$ cat src/rtl/dmem_arbiter.sv
// dmem_arbiter: two-requester data-memory arbiter with lock-based ownership.
// Ports: clk, rst (async, active-high); per requester x in {a,b}:
//   x_req, x_we, x_lock, x_addr, x_wdata in; x_gnt, x_rvalid, x_rdata out.
//   Memory side: mem_addr, mem_write_data, mem_read, mem_write out,
//   mem_read_data in (combinational read).
// Build option: define DMEM_ARB_RR_EN for round-robin tie breaking,
//   otherwise requester A wins every tie.
module dmem_arbiter #(
    parameter int ADDR_W = 32,
    parameter int DATA_W = 32
) (
    input  logic              clk,
    input  logic              rst,
    input  logic              a_req,
    input  logic              a_we,
    input  logic              a_lock,
    input  logic [ADDR_W-1:0] a_addr,
    input  logic [DATA_W-1:0] a_wdata,
    output logic              a_gnt,
    output logic              a_rvalid,
    output logic [DATA_W-1:0] a_rdata,
    input  logic              b_req,
    input  logic              b_we,
    input  logic              b_lock,
    input  logic [ADDR_W-1:0] b_addr,
    input  logic [DATA_W-1:0] b_wdata,
    output logic              b_gnt,
    output logic              b_rvalid,
    output logic [DATA_W-1:0] b_rdata,
    output logic [ADDR_W-1:0] mem_addr,
    output logic [DATA_W-1:0] mem_write_data,
    output logic              mem_read,
    output logic              mem_write,
    input  logic [DATA_W-1:0] mem_read_data
);

    typedef enum logic [1:0] {
        IDLE,
        OWN_A,
        OWN_B
    } state_t;

    state_t            state_q, state_d;
    logic              a_gnt_c, b_gnt_c;
    logic              tie_to_a;
    logic              a_rvalid_q, a_rvalid_d;
    logic              b_rvalid_q, b_rvalid_d;
    logic [DATA_W-1:0] a_rdata_q, a_rdata_d;
    logic [DATA_W-1:0] b_rdata_q, b_rdata_d;

`ifdef DMEM_ARB_RR_EN
    // Remembers who won last; a tie goes to the other requester.
    logic last_b_q, last_b_d;

    assign tie_to_a = last_b_q;

    always_comb begin
        last_b_d = last_b_q;
        if (b_gnt_c) begin
            last_b_d = 1'b1;
        end else if (a_gnt_c) begin
            last_b_d = 1'b0;
        end
    end

    always_ff @(posedge clk or posedge rst) begin
        if (rst) begin
            last_b_q <= 1'b1;
        end else begin
            last_b_q <= last_b_d;
        end
    end
`else
    assign tie_to_a = 1'b1;
`endif

    // Grant and next state. Grants are held low during reset so no
    // stray write can reach memory while the block is being cleared.
    always_comb begin
        a_gnt_c = 1'b0;
        b_gnt_c = 1'b0;
        state_d = state_q;
        if (!rst) begin
            unique case (state_q)
                IDLE: begin
                    if (a_req && b_req) begin
                        a_gnt_c = tie_to_a;
                        b_gnt_c = !tie_to_a;
                    end else begin
                        a_gnt_c = a_req;
                        b_gnt_c = b_req;
                    end
                    if (a_gnt_c && a_lock) begin
                        state_d = OWN_A;
                    end else if (b_gnt_c && b_lock) begin
                        state_d = OWN_B;
                    end
                end
                OWN_A: begin
                    a_gnt_c = a_req;
                    if (!a_lock) begin
                        state_d = IDLE;
                    end
                end
                OWN_B: begin
                    b_gnt_c = b_req;
                    if (!b_lock) begin
                        state_d = IDLE;
                    end
                end
                default: state_d = IDLE;
            endcase
        end
    end

    // Memory command mux; all zero when nobody holds a grant.
    always_comb begin
        mem_addr       = '0;
        mem_write_data = '0;
        mem_read       = 1'b0;
        mem_write      = 1'b0;
        if (a_gnt_c) begin
            mem_addr       = a_addr;
            mem_write_data = a_wdata;
            mem_read       = a_req & ~a_we;
            mem_write      = a_req & a_we;
        end else if (b_gnt_c) begin
            mem_addr       = b_addr;
            mem_write_data = b_wdata;
            mem_read       = b_req & ~b_we;
            mem_write      = b_req & b_we;
        end
    end

    // Read responses: capture at the granting edge, valid one cycle.
    always_comb begin
        a_rvalid_d = a_gnt_c & ~a_we;
        b_rvalid_d = b_gnt_c & ~b_we;
        a_rdata_d  = a_rvalid_d ? mem_read_data : a_rdata_q;
        b_rdata_d  = b_rvalid_d ? mem_read_data : b_rdata_q;
    end

    always_ff @(posedge clk or posedge rst) begin
        if (rst) begin
            state_q    <= IDLE;
            a_rvalid_q <= 1'b0;
            b_rvalid_q <= 1'b0;
            a_rdata_q  <= '0;
            b_rdata_q  <= '0;
        end else begin
            state_q    <= state_d;
            a_rvalid_q <= a_rvalid_d;
            b_rvalid_q <= b_rvalid_d;
            a_rdata_q  <= a_rdata_d;
            b_rdata_q  <= b_rdata_d;
        end
    end

    assign a_gnt    = a_gnt_c;
    assign b_gnt    = b_gnt_c;
    assign a_rvalid = a_rvalid_q;
    assign b_rvalid = b_rvalid_q;
    assign a_rdata  = a_rdata_q;
    assign b_rdata  = b_rdata_q;

endmodule

$ cat config.mk
export PLATFORM = sky130hd
export DESIGN_NAME = dmem_arbiter
export DESIGN_NICKNAME = d
export VERILOG_FILES = /design/src/rtl/dmem_arbiter.sv
export SDC_FILE = /design/constraint.sdc
export NUM_CORES = 1
export LEC_CHECK = 0
export CORE_AREA = 3 3 117 119
export CTS_CLUSTER_SIZE = 20
export DETAILED_ROUTE_END_ITERATION = 6
export DIE_AREA = 0 0 120 122
export PLACE_DENSITY = 0.74
export SYNTH_ARGS = -nofsm -noshare
export SYNTH_HDL_FRONTEND = slang
export SYNTH_SLANG_ARGS = --single-unit
export TNS_END_PERCENT = 30
$ cat constraint.sdc
create_clock -name clk -period 6.1 [get_ports clk]
set_input_delay 1.22 -clock clk [delete_from_list [all_inputs] [get_ports clk]]
set_output_delay 1.22 -clock clk [all_outputs]
set_load 0.1 [all_outputs]
After elaboration in Yosys (flattened, before gate mapping)
Index checks and enable logic that the tools add are counted.
Cells by class
  equal/unequal tests: 5
  multiplexer cells: 23
  bitwise logic cells: 9
  reduce and logical (&&, ||, !) cells: 5
Operators by type and width (count)
  32-bit 2-to-1 mux: 4
  1-bit 2-to-1 mux: 12
  2-bit 2-to-1 mux: 4
  1-bit bitwise AND: 6
  2-bit case mux with 3 select lines: 1
  2-bit inequality test (second input constant): 2
  1-bit case mux with 2 select lines: 2
  4-bit AND reduction: 1
  1-bit logical AND: 3
  3-bit inequality test (second input constant): 1
  1-bit NOT: 3
  2-bit by 1-bit equality test with 1-bit output (second input constant): 1
  2-bit equality test (second input constant): 1
  2-bit zero test: 1
Storage, ports and cells
  register bits: 68
  bits of input ports: 168
  output and inout bits: 134
  word-level logic and storage cells: 47

Longest topological paths before layout
Gate-level depths: netlist of run 1.
  depth in word-level cells: 8
  mapped depth: 5
  mapped depth without buffers: 4

Worst setup path before layout of run 1
No wires, ideal clock.
  path type: input to output
  start point: input port a_req
  end point: output port mem_addr[22]
  arrival time: 3.381 ns
  required time: 4.880 ns
  path slack: 1.499 ns
  stages: 4
  path buffers: 1
  cells stage by stage: nand2b_4 > nor2_1 > buf_1 > a22o_1
Between the ends
  elaborated cells between the ends (all ways): 13
  classes of those cells: 12 x mux; 1 x reduce/logical
RTL lines
  start: declaration: line 14  | input logic a_req,
  1-bit logical AND: line 86  | if (a_req && b_req) begin
  1-bit 2-to-1 mux: line 86
  1-bit 2-to-1 mux: line 84  | unique case (state_q)
  1-bit 2-to-1 mux: line 83  | if (!rst) begin
  1-bit case mux with 2 select lines (*): line 84
  1-bit 2-to-1 mux (*): line 83
  via a_gnt: line 19  | output logic a_gnt,
  32-bit 2-to-1 mux (*): line 122  | if (a_gnt_c) begin
  end: declaration: line 30  | output logic [ADDR_W-1:0] mem_addr,
Mark *: on every way through the listed nets, which the timed path passes. The rest lies on a longest branch. The select of a mux whose other input is x is not followed.

Final worst setup path of run 1
  start point: input port rst
  end point: output port mem_addr[28]
Between the ends
  longest elaborated chain between the ends: 3
  elaborated cells between the ends (all ways): 4
  classes of those cells: 4 x mux
Ends and longest elaborated chain
  start: declaration: line 13  | input logic rst,
  1-bit 2-to-1 mux: line 83
  32-bit 2-to-1 mux: line 127  | end else if (b_gnt_c) begin
  32-bit 2-to-1 mux (*): line 122
Every way passes the cells marked *; elsewhere a longest branch is shown, timed or not.

==> results of run 1 <==
per-layer routing:
layer / up-vias / share of wire (%)
li1: 1487 / -
met2: 157 / 52
met4: 4 / 0.82
met3: 14 / 9.2
met1: 1617 / 38
met5: - / 0.17
cell usage after synthesis (2+ instances only):
cell,instances
buf_6,4
a21oi_1,2
mux2_2,34
dfrtp_1,68
nor2_1,2
nand2b_1,2
mux2_4,29
a22o_1,65
buf_2,7
buf_12,3
buf_4,4
worst max-delay path by stage:
stage | slack (ns) | depth (start not counted) | to | start
floorplan | 1.50 | 4 | mem_addr[22] | a_req
global placement | 1.50 | 6 | mem_addr[28] | rst
detailed placement | 1.43 | 6 | mem_addr[23] | rst
CTS | 1.41 | 6 | mem_addr[23] | rst
global route | 1.29 | 6 | mem_addr[28] | rst
finish | 1.39 | 6 | mem_addr[28] | rst
power by group through the flow:
stage / Sequential (W) / Clock, W / Combinational (W)
final: 0.000640 / 0.000518 / 0.00178
after global routing: 0.000657 / 0.000551 / 0.00182
after CTS: 0.000641 / 0.000531 / 0.00179
after detailed placement: 0.000644 / 0 / 0.00179
after global placement: 0.000640 / 0 / 0.00178
after floorplan: 0.00151 / 0 / 0.000451
final cells by class:
class                      instances  area [µm²]  share of cell area (%)
clock buffer                      12       256.5                   3.866
inverter                           2       10.01                  0.1509
multi-input combinational        143        1529                   23.04
tap                              172       215.2                   3.243
sequential                        68        1702                   25.65
timing repair buffer             305        2875                   43.33
clock inverter                     4       47.55                  0.7166
flip-flops by register name, summed over array words and instances (netlist names):
| register | count |
|---|---|
| a_rdata | 32 |
| a_rvalid | 1 |
| b_rdata | 32 |
| b_rvalid | 1 |
| state_q | 2 |
stage by stage:
step	util, %	area (µm²)	instances	total power [W]
4_1_cts	52.36	6635	706	0.002962
3_5_place_dp	49.97	6331	690	0.002431
2_1_floorplan	-	3405	233	0.001961
3_3_place_gp	49.97	6331	690	0.002418
5_1_grt	52.36	6635	706	0.003026
6_report	52.36	6635	706	0.002937
layout by cell type (no fill, tap or decap):
cell type / instances
dfrtp_1: 68
a22o_1: 65
nor3b_4: 1
o22a_1: 1
nor3_4: 1
clkbuf_1: 1
inv_4: 1
inv_2: 1
nor2_4: 1
mux2_4: 29
nand2_2: 1
buf_4: 71
clkdlybuf4s50_1: 234
clkinv_2: 2
nand2b_4: 1
or2b_1: 1
a21oi_1: 2
nand2b_1: 2
nor2b_1: 1
clkinvlp_4: 1
bufinv_16: 1
clkbuf_8: 2
nor2_1: 1
nor4b_2: 1
clkbuf_16: 9
mux2_1: 1
mux2_2: 34
critical path: cells and delay by family:
kind,cells,cell delay (ns)
compound gates,1,0.29
buf+inv,3,1.44
simple gates,2,0.48
kinds of logic (layout without fill, tap and decap cells):
| logic type | Yosys count | after routing | synth area share, % |
|---|---|---|---|
| AND/OR/NAND/NOR | 11 | 11 | 2.867 |
| flip-flops | 68 | 68 | 49.98 |
| multiplexers | 64 | 64 | 24.37 |
| AO/OA/AOI/OAI | 68 | 68 | 17.27 |
| buffers and inverters | 22 | 323 | 5.512 |
==> impl_metrics.env, run 1 <==
export IMPL_h_tree_depth=3
export IMPL_peakVddDrop_mv=0.3455
export IMPL_cts_resized=0
export IMPL_pre_cts_ws_ns=1.426
export IMPL_port_buffers=301
export IMPL_cts_tree="built"
export IMPL_synth_top_area_share_pct=49.98
export IMPL_clock_latency_ns=0.32
export IMPL_routabilityCongestion=0.7880
export IMPL_tightest_slew_ns=1.017
export IMPL_critPathArrivalTime_ns=3.49
export IMPL_drt_iter0_markers=148
export IMPL_yosys_register_bits=68
export IMPL_cts_buffers_inserted=9
export IMPL_required_ns=4.88
export IMPL_synth_async_reset_ratio_pct=100.0
export IMPL_r2r_end="b_rdata[19]$_DFFE_PP0P_"
export IMPL_power_frac_clock_pct=17.6
export IMPL_grt_start_max_net_pins=71
export IMPL_ys_flop_type="dfrtp_1"
export IMPL_r2r_start="state_q[0]$_DFFE_PP0P_"
export IMPL_fin_nets=697
export IMPL_cp_slowest_cell="clkdlybuf4s50_1"
export IMPL_grt_pass1_vias=3505
export IMPL_drt_total_wl_um=14500
export IMPL_initial_core_util_pct=26.87
export IMPL_fin_skew_ns=0.005384
export IMPL_min_period_over_period_pct=77.26
export IMPL_setup_viol=0
export IMPL_synth_area_mm2=0.003405
export IMPL_path_class="input port to output pin"
export IMPL_yosysTopAreaCell="dfrtp_1"
export IMPL_pwr_share_seq_pct=21.8
export IMPL_drtPass1Iterations=4
export IMPL_io_pins=302
export IMPL_grt_pass1_wl_um=21090
export IMPL_p_leak_nw=2.867
export IMPL_cpPeakStageDelay_ns=0.58
export IMPL_yosysSeqAreaShare_pct=49.98
export IMPL_cts_root_buffer="clkbuf_16"
export IMPL_cts_buffer_depth=2
export IMPL_fin_ws_ns=1.387
export IMPL_die_y_um=122
export IMPL_ff2ff_path_depth=4
export IMPL_area_growth_pct=94.89
export IMPL_synthTopCellsByArea="dfrtp_1, a22o_1, mux2_4, mux2_2, buf_12"
export IMPL_pwr_share_comb_pct=60.6
export IMPL_startpoint_type="input port"
export IMPL_reg2reg_slack_ns=4.21
export IMPL_fmax_ghz=0.2122
export IMPL_p_per_area_mw_per_mm2=442.6
export IMPL_path_common_cell="buf_4"
export IMPL_min_to="a_rdata[2]$_DFFE_PP0P_"
export IMPL_status="finished, final reports clean"
export IMPL_worstHoldStart="a_rdata[2]$_DFFE_PP0P_"
export IMPL_die_area_mm2=0.01464
export IMPL_syn_nets=401
export IMPL_rows=41
export IMPL_grt_use_met1_pct=21.14
export IMPL_p_switching_w=0.001554
export IMPL_antenna_found_initial=2
export IMPL_drive_gt1_share_pct=29.40
export IMPL_use_met2_pct=33.23
export IMPL_synth_cell_types=24
export IMPL_rsz0062_at_grt="false"
export IMPL_post_cts_setup_buffers=0
export IMPL_via_per_inst=4.644
export IMPL_ant_nets=0
export IMPL_synth_edf_count=0
export IMPL_hold_depth=1
export IMPL_gr_total_overflow=0
export IMPL_max_cap_violations=0
export IMPL_path_cells="clkdlybuf4s50_1, nand2b_1, nor3b_4, buf_4, a22o_1, buf_4"
export IMPL_setup_tns_final_ns=0
export IMPL_cp_max_fo=66
export IMPL_synth_area_per_cell_um2=14.61
export IMPL_grtUsageTotal_pct=18.59
export IMPL_hold_viol=0
export IMPL_dp_hpwl_um=11470
export IMPL_core_area_mm2=0.01267
export IMPL_fp_dieW_um=120
export IMPL_crit_path_end_kind="output pin"
export IMPL_ctsHoldBuffers=0
export IMPL_via_count=3279
export IMPL_intPower_w=0.001383
export IMPL_period_minus_slack_ns=4.713
export IMPL_cts_clk_slew_worst_paths_ns=0.05
export IMPL_n_antenna_cell=0
export IMPL_maxSlewHeadroom_pct=31.97
export IMPL_grt_busiest_layer="met2"
export IMPL_holdWs_ns=0.5025
export IMPL_synthCells=233
export IMPL_wl_per_cell_um=20.54
export IMPL_swShare_pct=52.90
export IMPL_globalRouteMet3Util_pct=7.196
export IMPL_clkSinkCount=68
export IMPL_hold_class="flip-flop to flip-flop"
export IMPL_synth_warnings=0
export IMPL_drv_slew=0
export IMPL_drc=0
export IMPL_num_fill_cells=1100
Note: power is estimated with default switching activity, not from simulation.
==> run 2, diff against run 1 <==
clock period = 4.4 ns   (was 6.1 ns; I/O delays follow)
==> impl_metrics.env, run 2 (synthesis results as in run 1) <==
export IMPL_drc=0
export IMPL_fin_skew_ns=0.005903
export IMPL_grt_pass1_wl_um=22540
export IMPL_grtUsageTotal_pct=20.28
export IMPL_via_per_inst=4.657
export IMPL_cp_slowest_cell="clkdlybuf4s50_1"
export IMPL_pre_cts_ws_ns=0.7314
export IMPL_setup_viol=0
export IMPL_hold_class="flip-flop to flip-flop"
export IMPL_max_cap_violations=0
export IMPL_ant_nets=0
export IMPL_fin_nets=697
export IMPL_drv_slew=0
export IMPL_area_growth_pct=116.3
export IMPL_required_ns=3.52
export IMPL_num_fill_cells=1006
export IMPL_fmax_ghz=0.2708
export IMPL_period_minus_slack_ns=3.692
export IMPL_ctsHoldBuffers=0
export IMPL_ff2ff_path_depth=4
export IMPL_cts_tree="built"
export IMPL_core_area_mm2=0.01267
export IMPL_die_y_um=122
export IMPL_crit_start="rst"
export IMPL_grt_pass1_vias=3537
export IMPL_grt_start_max_net_pins=67
export IMPL_path_class="input port to output pin"
export IMPL_clock_latency_ns=0.32
export IMPL_drt_iter0_markers=174
export IMPL_r2r_start="state_q[0]$_DFFE_PP0P_"
export IMPL_wl_per_cell_um=21.70
export IMPL_fin_cells=706
export IMPL_rows=41
export IMPL_r2r_end="b_rdata[22]$_DFFE_PP0P_"
export IMPL_holdWs_ns=0.5052
export IMPL_post_cts_setup_buffers=0
export IMPL_drive_gt1_share_pct=29.27
export IMPL_cts_root_buffer="clkbuf_16"
export IMPL_crit_family="buffers and inverters"
export IMPL_reg2reg_slack_ns=2.53
export IMPL_critPathArrivalTime_ns=2.81
export IMPL_tightest_slew_ns=1.029
export IMPL_crit_buf_inv=3
export IMPL_crit_cells=6
export IMPL_p_per_area_mw_per_mm2=561.1
export IMPL_die_area_mm2=0.01464
export IMPL_fp_dieW_um=120
export IMPL_p_leak_nw=3.052
export IMPL_drtPass1Iterations=4
export IMPL_clkSinkCount=68
export IMPL_dp_hpwl_um=12190
export IMPL_setup_tns_final_ns=0
export IMPL_rsz0062_at_grt="false"
export IMPL_endpoint="mem_write"
export IMPL_cts_resized=0
export IMPL_peakVddDrop_mv=0.5261
export IMPL_status="finished, final reports clean"
export IMPL_port_buffers=301
export IMPL_hold_viol=0
export IMPL_initial_core_util_pct=26.87
export IMPL_multi_input_area_mm2=0.001529
export IMPL_drt_total_wl_um=15320
export IMPL_antenna_found_initial=2
export IMPL_routabilityCongestion=0.8002
export IMPL_io_pins=302
export IMPL_crit_path_end_kind="output pin"
export IMPL_maxSlewHeadroom_pct=31.20
export IMPL_fin_ws_ns=0.7076
export IMPL_path_cells="clkdlybuf4s50_1, nand2b_1, nor3b_4, buf_12, a22o_1, buf_4"
export IMPL_min_period_over_period_pct=83.92
export IMPL_via_count=3288
export IMPL_cts_buffer_depth=2
export IMPL_final_common_cell="clkdlybuf4s50_1"
export IMPL_h_tree_depth=3
export IMPL_cts_clk_slew_worst_paths_ns=0.05
export IMPL_startpoint_type="input port"
export IMPL_dp_cells=690
export IMPL_seqCellArea_mm2=0.001702
export IMPL_gr_total_overflow=0
export IMPL_cpPeakStageDelay_ns=0.58
export IMPL_final_cell_mix="clkdlybuf4s50_1, dfrtp_1, a22o_1, buf_12, mux2_2"
export IMPL_cp_max_fo=66
export IMPL_cts_buffers_inserted=9
[run 2: worst reg2reg max path, delay by kind of cell (launching register included)]
kind	cells	cell delay [ns]
mux	1	0.39
simple gates	2	0.48
flops	1	0.44
buf+inv	1	0.44
[run 2: worst min path at each step]
stage | start | end | slack, ns | cells after the start
3_5_place_dp | a_rdata[14]$_DFFE_PP0P_ | a_rdata[14]$_DFFE_PP0P_ | 0.49 | 1
2_1_floorplan | state_q[1]$_DFFE_PP0P_ | state_q[1]$_DFFE_PP0P_ | 0.47 | 1
4_1_cts | a_rdata[11]$_DFFE_PP0P_ | a_rdata[11]$_DFFE_PP0P_ | 0.51 | 1
3_3_place_gp | a_rdata[2]$_DFFE_PP0P_ | a_rdata[2]$_DFFE_PP0P_ | 0.47 | 1
6_report | a_rdata[11]$_DFFE_PP0P_ | a_rdata[11]$_DFFE_PP0P_ | 0.51 | 1
5_1_grt | b_rdata[18]$_DFFE_PP0P_ | b_rdata[18]$_DFFE_PP0P_ | 0.52 | 1
[run 2: cell type report]
class                      instances  share of cell area, %
tap                              172                  2.922
inverter                           2                 0.1359
clock inverter                     2                 0.1359
multi-input combinational        143                  20.76
sequential                        68                  23.11
clock buffer                      13                  3.534
timing repair buffer             305                  49.37
antenna                            1                0.03398
[run 2: power by group]
| group | internal, W | leakage (nW) | total [W] | switching [W] |
|---|---|---|---|---|
| logic | 0.000757 | 2.10 | 0.00260 | 0.00184 |
| clock network | 0.000407 | 0.135 | 0.000645 | 0.000238 |
| registers | 0.000793 | 0.819 | 0.000892 | 0.0000986 |
| total | 0.00196 | 3.05 | 0.00413 | 0.00218 |
[run 2: metal layers]
layer	routed length [µm]	track usage (%)	vias to the layer above
li1	-	-	1485
met1	5572	22.33	1628
met2	8157	36.49	155
met3	1337	7.846	18
met4	241	5.583	2
met5	8	0	-
[run 2: per-stage QoR]
stage / cell area, µm² / util, % / total power [W]
global route: 7365 / 58.12 / 0.004260
finish: 7365 / 58.12 / 0.004132
global placement: 7092 / 55.97 / 0.003472
detailed placement: 7092 / 55.97 / 0.003497
CTS: 7362 / 58.10 / 0.004168
floorplan: 3405 / - / 0.002718
